File: src/rtl/pixel_writer.sv
// pixel_writer: pulls rasterizer pixels and writes each to the framebuffer.
// Define PIXEL_WRITER_CLIP_EN to drop pixels outside WIDTH x HEIGHT.
module pixel_writer #(
  parameter int          WIDTH      = 640,
  parameter int          HEIGHT     = 480,
  parameter logic [31:0] BASE_ADDR  = 32'h0000_0000,
  parameter int          BPP        = 2,
  parameter int          ADDR_W     = 32,
  parameter int          COLOR_W    = 16,
  parameter int          SETTLE_CYC = 1
) (
  input  logic               clk,
  input  logic               reset,
  input  logic               start,
  input  logic [COLOR_W-1:0] color,
  input  logic [15:0]        x_i,
  input  logic [15:0]        y_i,
  input  logic               line_complete,
  output logic               get_pixel,
  output logic               busy,
  output logic               done,
  output logic               mem_write,
  output logic [ADDR_W-1:0]  mem_address,
  output logic [COLOR_W-1:0] mem_writedata,
  input  logic               mem_waitrequest,
  output logic [15:0]        pixel_count
);

  typedef enum logic [2:0] {
    IDLE,
    SAMPLE,
    WRITE,
    ADVANCE,
    SETTLE,
    DONE
  } state_t;

  state_t      state;
  state_t      state_n;
  logic        last;
  logic [3:0]  settle_cnt;
  logic [31:0] addr_calc;
  logic        clip;
  logic        accept;

  assign addr_calc = BASE_ADDR
    + ((32'(y_i) * 32'(WIDTH)) + 32'(x_i))
    * 32'(BPP);

`ifdef PIXEL_WRITER_CLIP_EN
  assign clip = (32'(x_i) >= 32'(WIDTH))
             || (32'(y_i) >= 32'(HEIGHT));
`else
  assign clip = 1'b0;
`endif

  assign accept = (state == WRITE) && !mem_waitrequest;

  always_ff @(posedge clk) begin
    if (reset) state <= IDLE;
    else       state <= state_n;
  end

  always_comb begin
    state_n = state;
    unique case (state)
      IDLE:
        if (start) state_n = SAMPLE;
      SAMPLE:
        if (clip) state_n = line_complete ? DONE : ADVANCE;
        else      state_n = WRITE;
      WRITE:
        if (!mem_waitrequest) state_n = last ? DONE : ADVANCE;
      ADVANCE:
        state_n = SETTLE;
      SETTLE:
        if (settle_cnt == 4'(SETTLE_CYC - 1)) state_n = SAMPLE;
      DONE:
        state_n = IDLE;
      default:
        state_n = IDLE;
    endcase
  end

  // Outputs are flops decoded from the next state so they align with it.
  always_ff @(posedge clk) begin
    if (reset) begin
      get_pixel     <= 1'b0;
      busy          <= 1'b0;
      done          <= 1'b0;
      mem_write     <= 1'b0;
      mem_address   <= '0;
      mem_writedata <= '0;
      pixel_count   <= '0;
      last          <= 1'b0;
      settle_cnt    <= '0;
    end else begin
      get_pixel  <= (state_n == ADVANCE);
      busy       <= (state_n != IDLE);
      done       <= (state_n == DONE);
      mem_write  <= (state_n == WRITE);
      settle_cnt <= (state == SETTLE) ? settle_cnt + 4'd1 : 4'd0;
      if (state == IDLE && start) begin
        mem_writedata <= color;
        pixel_count   <= '0;
      end
      if (state == SAMPLE) begin
        last <= line_complete;
        if (!clip) mem_address <= ADDR_W'(addr_calc);
      end
      if (accept && pixel_count != 16'hFFFF)
        pixel_count <= pixel_count + 16'd1;
    end
  end

endmodule

File: config.mk
export PLATFORM = sky130hd
export DESIGN_NAME = pixel_writer
export DESIGN_NICKNAME = d
export VERILOG_FILES = /design/src/rtl/pixel_writer.sv
export SDC_FILE = /design/constraint.sdc
export NUM_CORES = 1
export LEC_CHECK = 0
export ABC_CLOCK_PERIOD_IN_PS = 9980
export BUFFER_PORTS_ARGS = -buffer_cell sky130_fd_sc_hd__buf_2
export CAP_MARGIN = 10
export CORE_MARGIN = 1
export CORE_UTILIZATION = 45
export DETAILED_ROUTE_END_ITERATION = 10
export PLACE_DENSITY = 0.68
export RECOVER_POWER = 25
export SLEW_MARGIN = 0
export SYNTH_ARGS = -nofsm -noshare
export SYNTH_HDL_FRONTEND = slang
export SYNTH_SLANG_ARGS = --single-unit
File: constraint.sdc
create_clock -name clk -period 9.98 [get_ports clk]
set_clock_uncertainty 0.05 [all_clocks]
set_input_delay 2.495 -clock clk [delete_from_list [all_inputs] [get_ports clk]]
set_output_delay 2.495 -clock clk [all_outputs]
set_load 0.02 [all_outputs]
==> metrics <==
Finish-stage setup viols 0; Final GP Congestion 0.843; reg2reg path depth 8; post-CTS sizing 0; warnings from Yosys 0; WP data required 10020 ps; failing checks capacitance limit, slew limit; CTS tree yes; Die H 100 µm; Worst-Skew Late Latency 350 ps; vias in the first global route 3634; Peak VDD IR 0.0000585 V; Clock Power Share 30.8%; Pint 553 µW; row cnt 35; max frequency 0.180 GHz; Layout Nets 742; Die W 100 µm; hold wc startpoint mem_address[22]$_SDFFE_PP0P_; Fin. Hold Viols 0; # port buffers 115; clk sink count 71; Setup CP Type in -> reg; most common cell after layout, fill and taps aside buf_2; Worst Path Max Fanout 5; R2R Path Start pixel_count[0]$_SDFFE_PP0P_; Syn Inst Count 543; Final HPWL DP 7760 µm; CP endpoint kind register; 1st-iter DRT viols 111; most frequent cells in the layout buf_2 (103), nand2_1 (94), dfxtp_1 (71), a21oi_1 (60), nor2_1 (54); Vias/cell 5.22; CTS Hold Buffers Added 0; power per cell area 160 nW/µm²; # H-tree levels 3; Max Cap Violations 1; all-layer global routing usage 20.6%; Static Leak 2.27 nW; Initial Util 46.7%; RSZ-0062 raised after global routing no; Post-CTS Setup Bufs 0; DRT Pass-1 Iters 4; status finished with violations; Core ar. 9330 µm²; Slew HR -91.1%; most used cell along the critical path ha_1; fill count 923; crit path launch type input pin; wire per inst 13.1 µm; Net Sw Power 278 µW; reg2reg end pixel_count[0]$_SDFFE_PP0P_; area grow syn2layout 19.1%; WL final 10200 µm; Mapped Area 4360 µm²; crit share post-route 55.8%; cell chain of the critical path buf_2 > ha_1 > ha_1 > inv_1 > fa_1 > nor2b_4 > o31ai_2 > a21boi_0 > ha_1 > or3_1 > o21ai_0 > nor4_4 > and4b_1 > xnor2_1 > a211oi_2; Seq/Total Area, Yosys 32.6%; r2r setup slk 7530 ps; initial antenna violation count 0; Overflow after GRT 0; Logic pwr share 31.8%; Max clock buf depth 2; FFs w/ async S/R, synth 0%; placed insts 764; Period minus WS final 5570 ps; CTS Buf Count 9; Hold WC Path Type reg -> reg; ANT nets after route 0; Yosys cell types 64; crit path DAT 5610 ps; die area 10100 µm²; switch share 33.4%; pin count of the biggest net entering global routing 65; setup TNS 0 ps; slowest CP cell o31ai_2; non-filler instance count after layout 780; Hold Crit Depth 2; # IOs 121; sequential power share 37.4%; register bit total from synthesis 71; crit-path max cell delay 340 ps; first-pass GRT wire length 16700 µm; n_diodes 0; worst-margin pin slew 2870 ps; Clock Root Buffer clkbuf_8; Clock Pin Slew Worst Setup and Hold Paths 70 ps; EDFF count, synth 0; # DRC 0; Max Slew Vio Count 65; vias 4070; Avg Cell Area, Syn 8.03 µm²; share of layout cells above drive strength 1 21.2%; hold path endpoint mem_address[22]$_SDFFE_PP0P_; Primary FF master, synth dfxtp_1
cells in the mapped netlist, types with 2 or more instances:
master     n  share of area (%)
nor3_1    11                1.3
o21ai_0   22                2.5
o31ai_1    2               0.34
nor2_1    54                4.6
o211ai_1   2               0.34
nand4_1    3               0.43
a21oi_1   60                6.9
dfxtp_1   71                 33
or3b_2     2               0.40
a211oi_2   2               0.57
fa_1       2               0.92
nand3b_1   2               0.34
xnor2_1   19                3.8
a21o_1     7                1.2
o22a_1     2               0.40
nor3b_1    3               0.52
a311oi_1   3               0.60
buf_2      3               0.34
o21bai_1   2               0.34
nand3_1   15                1.7
o21a_1    10                1.7
o21ai_1    2               0.23
nand2b_1   2               0.29
o31a_1     4               0.80
a211oi_1  11                1.9
or3_1      4               0.57
inv_1     14                1.2
nor2b_1    4               0.57
and2_1     2               0.29
mux2_1     2               0.52
nor4_1     2               0.29
clkbuf_1  18                1.5
xor2_1     5                1.0
buf_4      6                1.0
ha_1      41                 12
nand2_1   94                8.1
and3_1     8                1.1
stage by stage:
step / setup slack, ps / power (mW) / hold slack (ps) / utilization (%) / area (µm²)
4_1_cts: 4500 / 0.839 / 405 / 55.9 / 5210
5_1_grt: 4180 / 0.883 / 426 / 55.7 / 5190
3_3_place_gp: 4240 / 0.577 / 388 / 53.5 / 4990
2_1_floorplan: 4500 / 0.518 / 380 / - / 4380
6_report: 4410 / 0.831 / 402 / 55.7 / 5190
3_5_place_dp: 4130 / 0.582 / 395 / 53.5 / 4990
cell type report:
type	count	area (µm²)	area share [%]
Multi-Input combinational cell	433	2760	53.2
Sequential cell	71	1420	27.4
Timing Repair Buffer	117	572	11.0
Tap cell	129	161	3.11
Clock buffer	11	141	2.72
Clock inverter	5	81.3	1.57
Inverter	14	52.6	1.01
worst max path at each step:
stage            from  slack [ps]  cells after the start                            to
2_1_floorplan  y_i[1]        4500                     14  mem_address[24]$_SDFFE_PP0P_
3_3_place_gp   y_i[1]        4240                     15  mem_address[24]$_SDFFE_PP0P_
3_5_place_dp   y_i[1]        4130                     16  mem_address[25]$_SDFFE_PP0P_
4_1_cts        y_i[1]        4500                     15  mem_address[24]$_SDFFE_PP0P_
5_1_grt        y_i[1]        4180                     16  mem_address[23]$_SDFFE_PP0P_
6_report       y_i[1]        4410                     15  mem_address[24]$_SDFFE_PP0P_
registers in the layout, summed over array words and instances, names as in the netlist:
register / cells
last: 1
mem_address: 27
get_pixel: 1
busy: 1
pixel_count: 16
mem_writedata: 16
mem_write: 1
settle_cnt: 4
done: 1
state: 3
kinds of logic after synthesis:
family | count (synthesis) | share of synthesized area (%)
DFF | 71 | 32.6
and+or+nand+nor | 215 | 22.9
other | 1 | 0.0860
buffers and inverters | 43 | 4.48
adders and majority gates | 43 | 12.7
muxes | 4 | 1.00
xor gates and xnor gates | 24 | 4.82
AOI/OAI and AO/OA | 142 | 21.4
power groups by stage:
stage | clock (mW) | combinational, mW | sequential [mW]
after detailed placement | 0 | 0.265 | 0.317
after global routing | 0.276 | 0.294 | 0.313
after CTS | 0.262 | 0.266 | 0.311
final | 0.256 | 0.265 | 0.311
after floorplan | 0 | 0.182 | 0.336
after global placement | 0 | 0.261 | 0.316
worst max-delay path: cells and delay by family:
| family | cells | cell delay [ps] |
|---|---|---|
| compound gates | 4 | 870 |
| simple gates | 4 | 750 |
| xor+xnor | 1 | 180 |
| buf+inv | 2 | 200 |
| fa+ha+maj | 4 | 1100 |
per-layer routing:
metal | global-route usage, % | routed length [µm] | vias to the layer above | part of all wire (%)
met2 | 36.5 | 5070 | 92 | 50
li1 | - | - | 2106 | -
met4 | 6.02 | 75 | 0 | 0.73
met3 | 3.83 | 401 | 6 | 3.9
met1 | 25.4 | 4670 | 1866 | 46
met5 | 0 | 0 | - | 0
Power figures use the tool's default switching activity.
